`src/rtl/pong_ball_engine.sv`:
```
// Ball/score engine: steps the ball once per frame, bounces it off walls and paddles,
// counts points and sequences IDLE -> SERVE -> PLAY -> OVER. All outputs are registered.
module pong_ball_engine #(
   parameter int COORD_W      = 10,
   parameter int H_ACTIVE     = 640,
   parameter int V_ACTIVE     = 480,
   parameter int BALL_SIZE    = 8,
   parameter int PADDLE_H     = 64,
   parameter int PADDLE_W     = 8,
   parameter int PAD_L_X      = 16,
   parameter int PAD_R_X      = 616,
   parameter int VSTEP        = 2,
   parameter int MAX_SPEED    = 6,
   parameter int SCORE_W      = 4,
   parameter int WIN_SCORE    = 9,
   parameter int SERVE_FRAMES = 60
) (
   input  logic               clk,
   input  logic               rst_n,
   input  logic               ena,
   input  logic               frame_tick,
   input  logic               start,
   input  logic [COORD_W-1:0] pad_l_y,
   input  logic [COORD_W-1:0] pad_r_y,
   output logic [COORD_W-1:0] ball_x,
   output logic [COORD_W-1:0] ball_y,
   output logic [SCORE_W-1:0] score_l,
   output logic [SCORE_W-1:0] score_r,
   output logic               point_l,
   output logic               point_r,
   output logic               game_over,
   output logic               serving
);

   localparam int W1    = COORD_W + 1;
   localparam int CNT_W = $clog2(SERVE_FRAMES + 1);

   localparam logic [COORD_W-1:0] CX        = COORD_W'((H_ACTIVE - BALL_SIZE) / 2);
   localparam logic [COORD_W-1:0] CY        = COORD_W'((V_ACTIVE - BALL_SIZE) / 2);
   localparam logic [COORD_W-1:0] Y_MAX     = COORD_W'(V_ACTIVE - BALL_SIZE);
   localparam logic [COORD_W-1:0] Y_STEP    = COORD_W'(VSTEP);
   localparam logic [COORD_W-1:0] X_BOUNCE_L = COORD_W'(PAD_L_X + PADDLE_W);
   localparam logic [COORD_W-1:0] X_BOUNCE_R = COORD_W'(PAD_R_X - BALL_SIZE);
   localparam logic [COORD_W-1:0] SPD_MAX   = COORD_W'(MAX_SPEED);
   localparam logic [COORD_W-1:0] SPD_ONE   = COORD_W'(1);
   localparam logic [CNT_W-1:0]   CNT_LAST  = CNT_W'(SERVE_FRAMES - 1);
   localparam logic [SCORE_W-1:0] SCORE_WIN = SCORE_W'(WIN_SCORE);

   typedef enum logic [1:0] {IDLE, SERVE, PLAY, OVER} state_t;

   state_t             state, state_nxt;
   logic [COORD_W-1:0] speed, x_n, y_n, spd_n, y_step;
   logic               dx, dy, dx_n, dy_n, dy_step;
   logic [CNT_W-1:0]   cnt, cnt_n;
   logic [SCORE_W-1:0] sl_n, sr_n;
   logic               pl_n, pr_n;

   logic               tick, go;
   logic [W1-1:0]      bx, by, bs, pyl, pyr;
   logic               ov_l, ov_r, hit_l, hit_r, miss_l, miss_r, pt_l, pt_r, win;
   logic [COORD_W-1:0] spd_inc;

   assign tick = ena & frame_tick;
   assign go   = ena & start;

   // One extra bit on every intermediate so sums near the screen edge never wrap.
   assign bx  = {1'b0, ball_x};
   assign by  = {1'b0, ball_y};
   assign bs  = {1'b0, speed};
   assign pyl = {1'b0, pad_l_y};
   assign pyr = {1'b0, pad_r_y};

   assign ov_l   = (by + W1'(BALL_SIZE) > pyl) && (by < pyl + W1'(PADDLE_H));
   assign ov_r   = (by + W1'(BALL_SIZE) > pyr) && (by < pyr + W1'(PADDLE_H));
   assign hit_l  = (bx >= W1'(PAD_L_X)) && (bx <= W1'(PAD_L_X + PADDLE_W) + bs) && ov_l;
   assign miss_l = bx < bs;
   assign hit_r  = (bx + bs + W1'(BALL_SIZE) >= W1'(PAD_R_X)) &&
                   (bx + W1'(BALL_SIZE) <= W1'(PAD_R_X + PADDLE_W)) && ov_r;
   assign miss_r = bx + bs > W1'(H_ACTIVE - BALL_SIZE);
   assign pt_l   = dx && !hit_r && miss_r;
   assign pt_r   = !dx && !hit_l && miss_l;
   assign win    = pt_l ? (score_l + SCORE_W'(1) == SCORE_WIN) : (score_r + SCORE_W'(1) == SCORE_WIN);
   assign spd_inc = (speed >= SPD_MAX) ? SPD_MAX : speed + SPD_ONE;

   always_comb begin
      y_step  = ball_y;
      dy_step = dy;
      if (!dy) begin
         if (ball_y < Y_STEP) begin
            y_step  = '0;
            dy_step = 1'b1;
         end else begin
            y_step = ball_y - Y_STEP;
         end
      end else if (by + W1'(VSTEP) >= W1'(V_ACTIVE - BALL_SIZE)) begin
         y_step  = Y_MAX;
         dy_step = 1'b0;
      end else begin
         y_step = ball_y + Y_STEP;
      end
   end

   always_ff @(posedge clk) begin
      if (!rst_n) state <= IDLE;
      else if (ena) state <= state_nxt;
   end

   always_comb begin
      state_nxt = state;
      case (state)
         IDLE, OVER: if (go) state_nxt = SERVE;
         SERVE:      if (tick && cnt == CNT_LAST) state_nxt = PLAY;
         PLAY:       if (tick && (pt_l || pt_r)) state_nxt = win ? OVER : SERVE;
         default:    state_nxt = IDLE;
      endcase
   end

   always_comb begin
      x_n   = ball_x;
      y_n   = ball_y;
      spd_n = speed;
      dx_n  = dx;
      dy_n  = dy;
      cnt_n = cnt;
      sl_n  = score_l;
      sr_n  = score_r;
      pl_n  = 1'b0;
      pr_n  = 1'b0;
      case (state)
         IDLE, OVER: begin
            x_n = CX;
            y_n = CY;
            if (go) begin
               sl_n  = '0;
               sr_n  = '0;
               dx_n  = 1'b1;
               spd_n = SPD_ONE;
               cnt_n = '0;
            end
         end
         SERVE: if (tick) cnt_n = cnt + CNT_W'(1);
         PLAY: if (tick) begin
            y_n  = y_step;
            dy_n = dy_step;
            if (dx) begin
               if (hit_r) begin
                  x_n   = X_BOUNCE_R;
                  dx_n  = 1'b0;
                  spd_n = spd_inc;
               end else if (miss_r) begin
                  sl_n = score_l + SCORE_W'(1);
                  pl_n = 1'b1;
                  dx_n = 1'b0;
               end else begin
                  x_n = ball_x + speed;
               end
            end else begin
               if (hit_l) begin
                  x_n   = X_BOUNCE_L;
                  dx_n  = 1'b1;
                  spd_n = spd_inc;
               end else if (miss_l) begin
                  sr_n = score_r + SCORE_W'(1);
                  pr_n = 1'b1;
                  dx_n = 1'b1;
               end else begin
                  x_n = ball_x - speed;
               end
            end
            // A point recentres the ball; the serve goes toward the scorer.
            if (pt_l || pt_r) begin
               x_n   = CX;
               y_n   = CY;
               spd_n = SPD_ONE;
               cnt_n = '0;
            end
         end
         default: ;
      endcase
   end

   always_ff @(posedge clk) begin
      if (!rst_n) begin
         ball_x    <= CX;
         ball_y    <= CY;
         speed     <= SPD_ONE;
         dx        <= 1'b1;
         dy        <= 1'b1;
         cnt       <= '0;
         score_l   <= '0;
         score_r   <= '0;
         point_l   <= 1'b0;
         point_r   <= 1'b0;
         serving   <= 1'b0;
         game_over <= 1'b0;
      end else if (ena) begin
         ball_x    <= x_n;
         ball_y    <= y_n;
         speed     <= spd_n;
         dx        <= dx_n;
         dy        <= dy_n;
         cnt       <= cnt_n;
         score_l   <= sl_n;
         score_r   <= sr_n;
         point_l   <= pl_n;
         point_r   <= pr_n;
         serving   <= (state_nxt == SERVE);
         game_over <= (state_nxt == OVER);
      end
   end

endmodule

```
`config.mk`:
```
export PLATFORM = sky130hd
export DESIGN_NAME = pong_ball_engine
export DESIGN_NICKNAME = d
export VERILOG_FILES = /design/src/rtl/pong_ball_engine.sv
export SDC_FILE = /design/constraint.sdc
export NUM_CORES = 1
export LEC_CHECK = 0
export ABC_AREA = 0
export BUFFER_PORTS_ARGS = -buffer_cell sky130_fd_sc_hd__buf_2
export CORE_ASPECT_RATIO = 0.6
export CORE_MARGIN = 4
export CORE_UTILIZATION = 61
export DETAILED_ROUTE_END_ITERATION = 6
export MAX_ROUTING_LAYER = met4
export PLACE_DENSITY_LB_ADDON = 0.12
export REMOVE_ABC_BUFFERS = 1
export SYNTH_ARGS = -nofsm -noshare
export SYNTH_HDL_FRONTEND = slang
export SYNTH_SLANG_ARGS = --single-unit
```
`constraint.sdc`:
```
create_clock -name clk -period 4.7 [get_ports clk]
set_clock_uncertainty 0.15 [all_clocks]
set_input_delay 0 -clock clk [delete_from_list [all_inputs] [get_ports clk]]
set_output_delay 0 -clock clk [all_outputs]
set_load 0.02 [all_outputs]
```
# Yosys cells after proc, flatten, opt, wreduce, memory -nomap -nowiden
# Cells that the tools add are included.
# totals
mem_bits_rw,0
n_memories,0
reg_bits,52
wordCells,157
latchBits,0
rom_bits,0
# classes
n_div,0
n_addsub,16
reduce_logical,27
n_mux,64
mul,0
n_eq_ne,22
magnitude_cmp,13
bitwise_logic,2
shift,0
# ops
op,n
10-bit two-way mux,19
10-bit one-hot mux with 2 select lines,3
4-bit two-way mux,9
6-bit two-way mux,4
10-bit by 4-bit adder with 11-bit output (second input constant),2
10-bit by 7-bit adder with 11-bit output (second input constant),2
11-bit by 10-bit greater-than comparator with 1-bit output,2
10-bit by 11-bit less-than comparator with 1-bit output,2
1-bit two-way mux,20
2-bit != test (second input constant),10
6-bit one-hot mux with 3 select lines,1
4-bit one-hot mux with 2 select lines,2
7-bit AND reduction,2
1-bit logical AND,12
10-bit by 10-bit adder with 11-bit output,1
10-bit by 2-bit adder with 11-bit output (second input constant),1
11-bit by 4-bit adder with 11-bit output (second input constant),1
5-bit by 10-bit adder with 11-bit output (first input constant),1
11-bit by 10-bit greater-or-equal comparator with 1-bit output (second input constant),1
11-bit by 9-bit greater-or-equal comparator with 1-bit output (second input constant),1
11-bit by 10-bit greater-than comparator with 1-bit output (second input constant),1
10-bit by 11-bit <= comparator with 1-bit output,1
11-bit by 10-bit <= comparator with 1-bit output (second input constant),1
10-bit by 1-bit adder with 10-bit output (second input constant),1
other kinds (29),44

# Logic depth before layout (Yosys ltp)
# Gate-level depths: netlist of run 1.
# logic_depth
depth_word,13
depth_mapped,19
depth_no_buf,16

# Worst setup path after synthesis of run 1
# No wires, ideal clock.
# synth_path
path_kind,reg2reg
start,register ball_x[0]
end,register serving
stages_incl_launch_ff,17
setup_slack_ns,0.475
n_path_buf,0
required_ns,4.433
arrival_ns,3.958
synth_period_minus_slack_ns,4.225
setup_ns,0.117
cell_sequence,dfxtp_1 -> ha_1 -> fa_1 -> nand2b_1 -> a21oi_1 -> or3_1 -> nand2_1 -> ha_1 -> or4b_1 -> o21ai_1 -> a221oi_1 -> a31oi_1 -> a211oi_2 -> o211ai_2 -> nand2_1 -> a2111o_1 -> a32o_1
# synth_between
elab_chain_len,13
elab_cells_between_ends,26
# synth_rtl
item,line,source
from (decl),25,"output logic [COORD_W-1:0] ball_x,"
from (signal assigned),197,ball_x <= x_n;
10-bit by 10-bit adder with 11-bit output,"77, 79",
11-bit by 4-bit adder with 11-bit output,77,assign hit_r = (bx + bs + W1'(BALL_SIZE) >= W1'(PAD_R_X)) &&
11-bit by 10-bit greater-or-equal comparator with 1-bit output,77,
1-bit logical AND,77,
1-bit logical AND,78,(bx + W1'(BALL_SIZE) <= W1'(PAD_R_X + PADDLE_W)) && ov_r;
1-bit logical NOT,80,assign pt_l = dx && !hit_r && miss_r;
1-bit logical AND (2 in a row),80,
1-bit two-way mux / 1-bit logical OR (equally long branches),"82, 113",
2-bit two-way mux / 1-bit logical AND (equally long branches),113,PLAY: if (tick && (pt_l || pt_r)) state_nxt = win ? OVER : SERVE;
2-bit two-way mux *,113,
2-bit one-hot mux with 3 select lines *,110,case (state)
2-bit by 1-bit equality test with 1-bit output *,207,serving <= (state_nxt == SERVE);
to (signal assigned),207,
to (decl),32,output logic serving
# Mark *: on every way between the ends. The rest lies on a longest branch, timed or not.
# A chain may end at the register's enable or synchronous reset.

# Worst setup path in the final report of run 1
# layout_path
start,register speed[3]
end,register state[1]
# layout_between
elab_chain_len,12
elab_cells_between_ends,23
# layout_rtl
item,line,source
from (decl),52,"logic [COORD_W-1:0] speed, x_n, y_n, spd_n, y_step;"
from (signal assigned),199,speed <= spd_n;
10-bit by 10-bit adder with 11-bit output,"77, 79",
11-bit by 4-bit adder with 11-bit output,77,
11-bit by 10-bit greater-or-equal comparator with 1-bit output,77,
1-bit logical AND,77,
1-bit logical AND,78,
1-bit logical NOT,80,
1-bit logical AND (2 in a row),80,
1-bit two-way mux / 1-bit logical OR (equally long branches),"82, 113",
2-bit two-way mux / 1-bit logical AND (equally long branches),113,
2-bit two-way mux *,113,
2-bit one-hot mux with 3 select lines *,110,
to (signal assigned),105,else if (ena) state <= state_nxt;
to (decl),51,"state_t state, state_nxt;"
# Marked as above.

==> results by group, run 1 <==
Outcome
  – Outcome: finished clean

STA
  – # setup viols final: 0
  – Rel. slew slack: about 50%
  – Hold slack: about 0.13 ns
  – Fmax achieved: between 0.2 and 0.25 GHz
  – Period minus WS final: about 4.6 ns
  – Hold Violations, Final: 0
  – Worst Tran Pin Value: 0.7448 ns
  – Max Slew Vio Count: 0
  – Fin crit share: 97.51%
  – Worst setup margin: about 0.12 ns

Clock tree
  – Clock latency on the worst-skew pair: ~0.3 ns
  – Depth of the CTS H-tree: 2
  – Clock Path Buffers: 2
  – CTS tree: yes
  – Total CTS buffers: 5
  – Root Driver: clkbuf_16
  – CTS sink cnt: 51
  – Clock transition at the registers of the reported paths: around 0.070 ns

Run
  – Max cap viols: 0

Floorplan
  – Total core area: between 9000 and 10000 µm²
  – Core Rows: 27
  – Die Area: approximately 11000 µm²
  – Die Wd: around 130 µm
  – I/O Pins: 57
  – Die Y: ~84 µm
  – Initial Util: a little under two thirds

Worst setup path
  – Reg-to-reg slack, setup: 0.12 ns
  – Worst Path Arrival: 4.68 ns
  – CP Launch Type: flop
  – CP Max Fanout: 6
  – R2R depth: 16
  – Worst r2r src: speed[3]$_SDFFE_PN0P_
  – Critical path endpoint category: flop
  – Crit Path Class: reg -> reg
  – Critical Path Slowest Stage Cell: a2111oi_0
  – FF-to-FF End: state[1]$_SDFFE_PN0P_
  – Critical-path cell list: inv_1 > ha_1 > nor3_1 > nand3_1 > xnor2_1 > ha_1 > nand4_1 > or4_1 > o31ai_1 > a311o_1 > o2111ai_1 > nand2_2 > nor2_1 > and3_1 > a2111oi_0 > a31o_2
  – CP dominant cell by count: ha_1
  – WP data required: around 4.8 ns
  – Slowest stage delay, CP: just under 0.6 ns

Synthesis
  – Share of the synthesized area in the top cell type: ~17%
  – Most numerous cell in the Yosys netlist: ha_1
  – Async S/R FF share, synth: 0%
  – Synthesized area: between 5000 and 6000 µm²
  – Top post-synthesis cells by count: ha_1 (76), nand2_1 (64), a21oi_1 (58)
  – Post-synth EDFFs: 0
  – Post-Syn Instances: 781
  – Sequential share of the synthesized area: between 15 and 20%
  – Synth warn: 0
  – Area leader, netlist: dfxtp_1
  – Synth unique cells: 91
  – Synth Flop Type: dfxtp_1
  – Dominant cells by area after synthesis: dfxtp_1 (17%), ha_1 (16%), a21oi_1 (5.0%), nand2_1 (4.1%), xnor2_1 (3.7%)
  – Avg Cell Area, Syn: about 7.5 µm²
  – #FFs+latches synth: 51

Final layout
  – Final Cell Area: 6624 µm²
  – Final cell count without fillers: ~1000
  – Share of cells above drive strength 1: 15.86%
  – P&R area growth vs syn: 12.97%
  – Fillers: just under 800
  – Diodes inserted: 0
  – Final net count: 948

Routing
  – Drt pass-1 iters: 6
  – DRC violation total after the first TritonRoute iteration: around 810
  – DR WL/cell: just under 20 µm
  – Vias: roughly 6400
  – Vias per Instance: around 6.6
  – Final ANT Viol Nets: 0
  – WL final: roughly 19000 µm
  – DRC viols: 0

Global routing
  – Antenna violations before repair: 0
  – Largest net degree at the start of global routing: 28
  – Vias in the first global route: between 5000 and 6000
  – Overflow after GRT: 0
  – First-pass GRT wire length: approximately 30000 µm
  – GRT Util Overall: between 30 and 40%

Place
  – Post-place setup slack: between 0.07 and 0.08 ns
  – DP Cell Count: 959
  – RD Place Congestion: around 1
  – Post-DP HPWL: 14690 µm
  – Cell area after placement: 6369 µm²
  – # port buffers: 55

Power
  – Pwr dens: 148.5 nW/µm²
  – Peak supply drop: 0.1435 mV
  – Tot Pwr: slightly below 1 mW
  – Leak Pwr: 2.761 nW

Min path
  – Worst Hold Path Cells: 4
  – Worst Hold Class: in -> reg
  – Hold_sp: frame_tick
  – Hold Path Sink: point_l$_SDFFE_PN0P_
[cells by family after synthesis]
group                      Yosys count  share of synthesized area [%]
and+or+nand+nor                    283                          25.42
AOI/OAI and AO/OA                  241                          28.75
adders and majority gates           78                          16.90
xor gates and xnor gates            31                          4.631
muxes                                3                         0.5548
DFF                                 51                          17.41
buffers and inverters               93                          6.274
other                                1                        0.06396
[cell type report]
cell class	instances	area, µm²	share of cell area (%)
Multi-Input combinational cell	638	4512	68.11
Sequential cell	51	1022	15.43
Timing Repair Buffer	93	578.1	8.727
Inverter	56	210.2	3.173
Tap cell	130	162.7	2.456
Clock buffer	5	125.1	1.889
Clock inverter	2	13.76	0.2078
[worst max-delay path by stage]
stage                           start                endpoint  slack (ns)
2_1_floorplan  ball_x[0]$_SDFFE_PN0P_  ball_x[0]$_SDFFE_PN0P_        0.24
3_3_place_gp   ball_x[0]$_SDFFE_PN0P_  ball_y[4]$_SDFFE_PN0P_        0.18
3_5_place_dp    speed[1]$_SDFFE_PN0P_  ball_y[4]$_SDFFE_PN0P_        0.08
4_1_cts         speed[1]$_SDFFE_PN0P_  ball_y[4]$_SDFFE_PN0P_        0.06
5_1_grt         speed[1]$_SDFFE_PN0P_  ball_y[4]$_SDFFE_PN0P_       -0.02
6_report        speed[3]$_SDFFE_PN0P_   state[1]$_SDFFE_PN0P_        0.12
[critical path, delay by kind of cell (launching register included)]
kind	cells	cell delay, ns
AO/OA/AOI/OAI	5	1.43
flip-flops	1	0.44
XOR/XNOR	1	0.15
adder cells (fa/ha/maj)	2	0.60
buffers and inverters	1	0.12
AND/OR/NAND/NOR	7	1.66
[registers in the layout (all words and copies together), names as in the netlist, 2 cells and up]
register and cells:
cnt 6, state 2, speed 10, ball_x 10, ball_y 9, score_r 4, score_l 4
[placed cells by master (no fill, tap or decap), types with 7 or more instances in the layout]
cell and count:
a211oi_1 9, and3_1 11, o31ai_1 7, a31oi_1 9
a21o_1 11, a211o_1 7, nand2_1 63, xnor2_1 25
ha_1 75, nor2_1 56, inv_1 55, a22oi_1 8
dfxtp_1 50, a21oi_1 58, or3_1 10, nor2b_1 14
nor3_1 19, nand4_1 13, nand3_1 33, nand2b_1 14
o21ai_0 38, buf_2 55, buf_4 35, o211ai_1 11
[power by group]
| part | switching (mW) | internal (mW) | leakage, nW | total, mW |
|---|---|---|---|---|
| registers | 0.00679 | 0.437 | 0.413 | 0.444 |
| clock network | 0.162 | 0.195 | 0.0696 | 0.356 |
| logic | 0.114 | 0.0702 | 2.28 | 0.184 |
| total | 0.282 | 0.702 | 2.76 | 0.984 |
[what timing repair did]
item	4_1_cts	5_1_grt
hold buffers	2	0
setup endpoints to repair	0	37
hold endpoints to repair	9	0
resized for setup	0	10
buffers inserted	0	6
[routing by layer]
metal / up-vias / part of all wire (%) / wire [µm] / track usage [%]
met3: 22 / 12 / 2258 / 6.928
met4: 0 / 1.6 / 296 / 7.856
met1: 2976 / 46 / 8684 / 48.70
li1: 3034 / - / - / -
met2: 399 / 40 / 7483 / 46.08
met5: - / 0 / 0 / -
[metrics by stage]
step | setup TNS (ns) | utilization (%)
floorplan | 0 | -
global placement | 0 | 68.80
detailed placement | 0 | 68.80
CTS | 0 | 70.52
global route | -0.03818 | 71.56
finish | 0 | 71.56
Power figures use the tool's default switching activity.
==> run 2, diff against run 1 <==
--- a/config.mk
+++ b/config.mk
@@ -9,7 +9,7 @@
 export BUFFER_PORTS_ARGS = -buffer_cell sky130_fd_sc_hd__buf_2
 export CORE_ASPECT_RATIO = 0.6
 export CORE_MARGIN = 4
-export CORE_UTILIZATION = 61
+export CORE_UTILIZATION = 55
 export DETAILED_ROUTE_END_ITERATION = 6
 export MAX_ROUTING_LAYER = met4
 export PLACE_DENSITY_LB_ADDON = 0.12
==> constraint.sdc (replaced) <==
create_clock -name clk -period 3.9 [get_ports clk]
set_clock_uncertainty 0.15 [all_clocks]
set_input_delay 0 -clock clk [delete_from_list [all_inputs] [get_ports clk]]
set_output_delay 0 -clock clk [all_outputs]
set_load 0.02 [all_outputs]
==> results by group, run 2 (synthesis results as in run 1) <==
Outcome
  – Outcome: complete, but fails checks (was finished clean)
  – Violated checks: setup timing

Floorplan
  – Initial Util: 57.91% (was 63.34%)
  – I/O Pins: 57 (unchanged)
  – Die Wd: 141.3 µm (was 134.6 µm)
  – Die Area: 12430 µm² (was 11300 µm²)
  – Total core area: 10120 µm² (was 9256 µm²)
  – Core Rows: 28 (was 27)
  – Die Y: 87.98 µm (was 83.94 µm)

Place
  – DP Cell Count: 1048 (was 959)
  – RD Place Congestion: 0.9459 (was 1.001)
  – # port buffers: 55 (unchanged)
  – Post-DP HPWL: 15990 µm (was 14690 µm)

Clock tree
  – Clock transition at the registers of the reported paths: 0.07 ns (about the same)
  – CTS tree: yes (unchanged)
  – Clock Path Buffers: 2 (unchanged)
  – Total CTS buffers: 5 (unchanged)
  – CTS sink cnt: 51 (unchanged)
  – Root Driver: clkbuf_16 (unchanged)
  – Depth of the CTS H-tree: 2 (unchanged)
  – Clock latency on the worst-skew pair: 0.30 ns (about the same)

Routing
  – DRC viols: 0 (unchanged)
  – Vias per Instance: 6.374 (was 6.596)
  – Final ANT Viol Nets: 0 (unchanged)
  – Drt pass-1 iters: 5 (was 6)
  – DR WL/cell: 19.60 µm (was 19.20 µm)
  – DRC violation total after the first TritonRoute iteration: 757 (was 809)
  – Vias: 6795 (was 6431)
  – WL final: 20900 µm (was 18720 µm)

STA
  – Worst setup margin: -0.2494 ns (was 0.1172 ns)
  – RSZ-0062 raised after global routing: yes
  – Fmax achieved: 0.2410 GHz (was 0.2182 GHz)
  – Hold Violations, Final: 0 (unchanged)
  – Fin crit share: 106.4% (was 97.51%)
  – Max Slew Vio Count: 0 (unchanged)
  – Worst Tran Pin Value: 0.7794 ns (was 0.7448 ns)
  – Period minus WS final: 4.149 ns (was 4.583 ns)
  – Rel. slew slack: 47.85% (was 50.35%)
  – # setup viols final: 42 (was 0)

Final layout
  – Area of the multi-input gates: 4815 µm² (was 4512 µm²)
  – Share of cells above drive strength 1: 29.54% (was 15.86%)
  – P&R area growth vs syn: 30.00% (was 12.97%)
  – Final cell count without fillers: 1066 (was 975)
  – Largest registers: ball_x (10), speed (10), ball_y (9) (unchanged)
  – Reg area: 1026 µm² (was 1022 µm²)
  – Final net count: 1033 (was 948)
  – Fillers: 782 (was 786)
  – Most common cell after layout, fill and taps aside: buf_4 (was ha_1)
  – Diodes inserted: 0 (unchanged)
  – Layout Utilization: 75.28% (was 71.56%)
  – Most frequent cells in the layout: buf_4 (111), ha_1 (72), nand2_1 (61), nor2_1 (56) (was ha_1 (75), nand2_1 (63), a21oi_1 (58), nor2_1 (56))

Min path
  – Worst Hold Class: in -> reg (unchanged)
  – Worst Hold Path Cells: 4 (unchanged)

Worst setup path
  – Critical path endpoint category: flop (unchanged)
  – CP Max Fanout: 8 (was 6)
  – Crit Path Class: reg -> reg (unchanged)
  – CP Launch Type: flop (unchanged)
  – Worst Path Arrival: 4.23 ns (was 4.68 ns)
  – WP data required: 3.98 ns (was 4.80 ns)
  – R2R depth: 17 (was 16)

Global routing
  – Antenna violations before repair: 0 (unchanged)
  – Largest net degree at the start of global routing: 27 (was 28)
  – Overflow after GRT: 0 (unchanged)
  – First-pass GRT wire length: 32430 µm (was 29610 µm)
  – GRT Util Overall: 33.57% (was 33.16%)
  – Vias in the first global route: 6336 (was 5826)

Run
  – Max cap viols: 0 (unchanged)

Power
  – Peak supply drop: 0.1734 mV (was 0.1435 mV)
  – Leak Pwr: 3.237 nW (was 2.761 nW)
  – Pwr dens: 162.2 nW/µm² (was 148.5 nW/µm²)
## run 2: cell count changes in the layout (fill, tap and decap cells not counted), moves of 4 or more
cell     previous run  this run
buf_4              35       111
a21oi_1            58        45
a21oi_2             0        13
buf_6               0        11
o21ai_0            38        28
o21ai_2             0         8
ha_4                0         4
nor3_1             19        15
## run 2: final cells by class
type,instances,area share (%)
Clock buffer,6,1.691
Clock inverter,2,0.2134
Inverter,56,2.758
Multi-Input combinational cell,637,63.16
Sequential cell,51,13.46
Tap cell,135,2.216
Timing Repair Buffer,179,16.50
## run 2: critical path, cell delays in order (launching register included)
cell and delay, ns:
dfxtp_2 0.34, ha_4 0.16, fa_2 0.34, nand2b_1 0.12, a21oi_2 0.07, or3_4 0.35
nand2_4 0.09, ha_4 0.19, or4b_4 0.51, o21ai_2 0.15, a221oi_2 0.08, a31oi_1 0.18
a211oi_2 0.15, o211ai_2 0.28, nand4_4 0.19, buf_8 0.23, or3_4 0.38, a21oi_2 0.12
## run 2: path summary, 6_finish.rpt
check                   startpoint  slack (ns)                endpoint
max          speed[0]$_SDFFE_PN1P_       -0.25  ball_y[8]$_SDFFE_PN0P_
min                            ena        0.04  game_over$_SDFFE_PN0P_
min reg2reg   point_l$_SDFFE_PN0P_        0.34    point_l$_SDFFE_PN0P_
max reg2reg  speed[0]$_SDFFE_PN1P_       -0.25  ball_y[8]$_SDFFE_PN0P_
## run 2: timing repair
action,4_1_cts,5_1_grt
hold endpoints to repair,8,0
pin swaps,28,22
setup buffers,7,3
endpoints found under the setup margin,46,49
hold buffers,1,0
gates resized for setup,48,47
## run 2: layer usage
layer / global-route usage, % / vias to the layer above / share of wire, %
met2: 49.72 / 379 / 42
met3: 5.892 / 48 / 12
li1: - / 3190 / -
met4: 5.365 / 0 / 1.8
met5: - / - / 0
met1: 48.44 / 3178 / 45
## run 2: per-stage QoR
step | power [mW] | worst slack (ns) | setup TNS (ns) | hold slack [ns] | instance area [µm²]
floorplan | 0.6845 | -0.5630 | -14.15 | -0.07817 | 5705
global placement | 0.7531 | -0.2932 | -8.203 | 0.2436 | 7005
detailed placement | 0.7641 | -0.4033 | -12.92 | 0.2510 | 7005
CTS | 1.218 | -0.2284 | -5.168 | 0.01804 | 7388
global route | 1.286 | -0.4263 | -13.31 | 0.04811 | 7622
finish | 1.237 | -0.2494 | -6.151 | 0.04276 | 7622
## run 2: where the power goes
group | total, mW | internal (mW) | switching (mW)
Sequential | 0.533 | 0.526 | 0.00723
Combinational | 0.246 | 0.0953 | 0.151
Clock | 0.457 | 0.241 | 0.216
Total | 1.24 | 0.863 | 0.374
==> run 3, diff against run 2 <==
--- a/config.mk
+++ b/config.mk
@@ -9,7 +9,7 @@
 export BUFFER_PORTS_ARGS = -buffer_cell sky130_fd_sc_hd__buf_2
 export CORE_ASPECT_RATIO = 0.6
 export CORE_MARGIN = 4
-export CORE_UTILIZATION = 55
+export CORE_UTILIZATION = 61
 export DETAILED_ROUTE_END_ITERATION = 6
 export MAX_ROUTING_LAYER = met4
 export PLACE_DENSITY_LB_ADDON = 0.12
==> constraint.sdc (replaced) <==
create_clock -name clk -period 4.6 [get_ports clk]
set_clock_uncertainty 0.15 [all_clocks]
set_input_delay 0.92 -clock clk [delete_from_list [all_inputs] [get_ports clk]]
set_output_delay 0.92 -clock clk [all_outputs]
set_load 0.02 [all_outputs]
==> results by group, run 3 (synthesis results as in run 1) <==
Outcome
  – Outcome: finished clean (was complete, but fails checks)

Final layout
  – Most frequent cells in the layout: ha_1 (74), nand2_1 (63), a21oi_1 (58), nor2_1 (56) (was buf_4 (111), ha_1 (72), nand2_1 (61), nor2_1 (56))
  – Area of the multi-input gates: 4499 µm² (was 4815 µm²)
  – Largest registers: ball_x (10), speed (10), ball_y (9) (unchanged)
  – Reg area: 1026 µm² (unchanged)
  – P&R area growth vs syn: 12.83% (was 30.00%)
  – Fillers: 757 (was 782)
  – Final Cell Area: 6615 µm² (was 7622 µm²)
  – Diodes inserted: 0 (unchanged)
  – Most common cell after layout, fill and taps aside: ha_1 (was buf_4)
  – Final net count: 945 (was 1033)
  – Share of cells above drive strength 1: 15.78% (was 29.54%)

STA
  – Hold slack: 0.3281 ns (was 0.04276 ns)
  – Hold Violations, Final: 0 (unchanged)
  – Max Slew Vio Count: 0 (unchanged)
  – Fmax achieved: 0.2246 GHz (was 0.2410 GHz)
  – Period minus WS final: 4.453 ns (was 4.149 ns)
  – Fin crit share: 96.80% (was 106.4%)
  – Rel. slew slack: 33.24% (was 47.85%)
  – Worst setup margin: 0.1473 ns (was -0.2494 ns)
  – Worst Tran Pin Value: 0.9875 ns (was 0.7794 ns)
  – # setup viols final: 0 (was 42)

Worst setup path
  – Critical Path Slowest Stage Cell: or4b_1 (was or4b_4)
  – WP data required: 4.65 ns (was 3.98 ns)
  – CP Max Fanout: 14 (was 8)
  – CP Launch Type: flop (unchanged)
  – WP depth: 17 (unchanged)
  – CP dominant cell by count: ha_1
  – Worst r2r src: ball_x[0]$_SDFFE_PN0P_ (was speed[0]$_SDFFE_PN1P_)
  – Critical path endpoint category: flop (unchanged)
  – FF-to-FF End: ball_x[6]$_SDFFE_PN0P_ (was ball_y[8]$_SDFFE_PN0P_)
  – Worst Path Arrival: 4.50 ns (was 4.23 ns)
  – Slowest stage delay, CP: 0.55 ns (was 0.51 ns)
  – Top delay family on crit path: simple AND/OR/NAND/NOR gates (unchanged)
  – Buf/Inv on CP: 1 (unchanged)
  – R2R depth: 17 (unchanged)
  – Crit Path Class: reg -> reg (unchanged)
  – Critical-path cell list: ha_1 > fa_2 > nand2b_1 > a21oi_1 > or3_1 > nand2_1 > ha_1 > or4b_1 > o21ai_1 > a221oi_1 > a31oi_1 > a211oi_2 > o211ai_2 > nand4_4 > buf_4 > a311o_1 > o31ai_2 (was ha_4 > fa_2 > nand2b_1 > a21oi_2 > or3_4 > nand2_4 > ha_4 > or4b_4 > o21ai_2 > a221oi_2 > a31oi_1 > a211oi_2 > o211ai_2 > nand4_4 > buf_8 > or3_4 > a21oi_2)
  – Reg-to-reg slack, setup: 0.15 ns (was -0.25 ns)

Global routing
  – Antenna violations before repair: 0 (unchanged)
  – Overflow after GRT: 0 (unchanged)
  – Largest net degree at the start of global routing: 27 (unchanged)
  – Vias in the first global route: 5851 (was 6336)
  – GRT Util Overall: 32.54% (was 33.57%)
  – First-pass GRT wire length: 29700 µm (was 32430 µm)

Clock tree
  – CTS tree: yes (unchanged)
  – Clock latency on the worst-skew pair: 0.29 ns (was 0.30 ns)
  – CTS sink cnt: 51 (unchanged)
  – Root Driver: clkbuf_16 (unchanged)
  – Depth of the CTS H-tree: 2 (unchanged)
  – Total CTS buffers: 5 (unchanged)
  – Clock transition at the registers of the reported paths: 0.07 ns (about the same)
  – Clock Path Buffers: 2 (unchanged)

Min path
  – Worst Hold Path Cells: 2 (was 4)
  – Hold Path Sink: point_l$_SDFFE_PN0P_ (was game_over$_SDFFE_PN0P_)
  – Worst Hold Class: reg -> reg (was in -> reg)
  – Hold_sp: point_l$_SDFFE_PN0P_ (was ena)

Power
  – Tot Pwr: 1.066 mW (was 1.237 mW)
  – Leak Pwr: 2.758 nW (was 3.237 nW)
  – Pwr dens: 161.1 nW/µm² (was 162.2 nW/µm²)
  – Peak supply drop: 0.2032 mV (was 0.1734 mV)

Routing
  – Vias: 6424 (was 6795)
  – Met3 routed wirelength: 2223 µm (was 2449 µm)
  – DRC violation total after the first TritonRoute iteration: 726 (was 757)
  – Met2 WL: 7660 µm (was 8703 µm)
  – Met1 Wirelength: 8420 µm (was 9368 µm)
  – DRC viols: 0 (unchanged)
  – Vias per Instance: 6.602 (was 6.374)
  – Drt pass-1 iters: 5 (unchanged)
  – DR WL/cell: 19.02 µm (was 19.60 µm)
  – Final ANT Viol Nets: 0 (unchanged)
  – Top Layer Used: met4 (unchanged)
  – WL final: 18510 µm (was 20900 µm)

Floorplan
  – I/O Pins: 57 (unchanged)
  – Total core area: 9256 µm² (was 10120 µm²)
  – Die Wd: 134.6 µm (was 141.3 µm)
  – Core Rows: 27 (was 28)
  – Die Y: 83.94 µm (was 87.98 µm)
  – Die Area: 11300 µm² (was 12430 µm²)
  – Initial Util: 63.34% (was 57.91%)

Run
  – Max cap viols: 0 (unchanged)

Place
  – Post-place setup slack: 0.03366 ns (was -0.4033 ns)
  – Post-DP HPWL: 14500 µm (was 15990 µm)
  – RD Place Congestion: 1.058 (was 0.9459)
  – # port buffers: 55 (unchanged)
  – Cell area after placement: 6384 µm² (was 7005 µm²)
-- run 3: final cells by class --
cell class / instances / area share (%)
clock inverter: 2 / 0.5863
inverter: 56 / 3.178
sequential: 51 / 15.51
multi-input combinational: 637 / 68.02
tap: 130 / 2.459
clock buffer: 6 / 1.948
timing repair buffer: 91 / 8.303
-- run 3: metal layers --
metal  up-vias  GRT usage, %
met5         -             -
met4         0         4.713
met3        22         7.771
met2       368         46.81
met1      3012         47.07
li1       3022             -
-- run 3: worst max path at each step --
stage | startpoint | to | slack, ns
5_1_grt | ball_x[0]$_SDFFE_PN0P_ | ball_x[0]$_SDFFE_PN0P_ | -0.07
3_3_place_gp | speed[1]$_SDFFE_PN0P_ | speed[2]$_SDFFE_PN0P_ | 0.17
2_1_floorplan | ball_x[0]$_SDFFE_PN0P_ | ball_x[0]$_SDFFE_PN0P_ | 0.14
4_1_cts | speed[1]$_SDFFE_PN0P_ | speed[2]$_SDFFE_PN0P_ | 0.02
3_5_place_dp | speed[1]$_SDFFE_PN0P_ | serving$_SDFFE_PN0P_ | 0.03
6_report | ball_x[0]$_SDFFE_PN0P_ | ball_x[6]$_SDFFE_PN0P_ | 0.15
-- run 3: metrics by stage --
stage	instances	setup TNS (ns)	util (%)
floorplan	744	0	-
global route	973	-0.2883	71.47
CTS	969	0	70.78
finish	973	0	71.47
detailed placement	961	0	68.96
global placement	961	0	68.96
-- run 3: repair_timing --
item	4_1_cts	5_1_grt
gates resized for setup	0	9
setup endpoints to repair	0	42
hold buffers	0	0
buffers inserted	0	4
-- run 3: power breakdown --
| part | leakage (nW) | switching [mW] | internal, mW |
|---|---|---|---|
| sequential | 0.413 | 0.00733 | 0.446 |
| clock | 0.0815 | 0.164 | 0.259 |
| combinational | 2.26 | 0.118 | 0.0718 |
-- run 3: worst min-delay path, stage by stage, from the launching register on --
cell,delay [ns]
dfxtp_1,0.31
nand2_1,0.06
a21oi_1,0.06
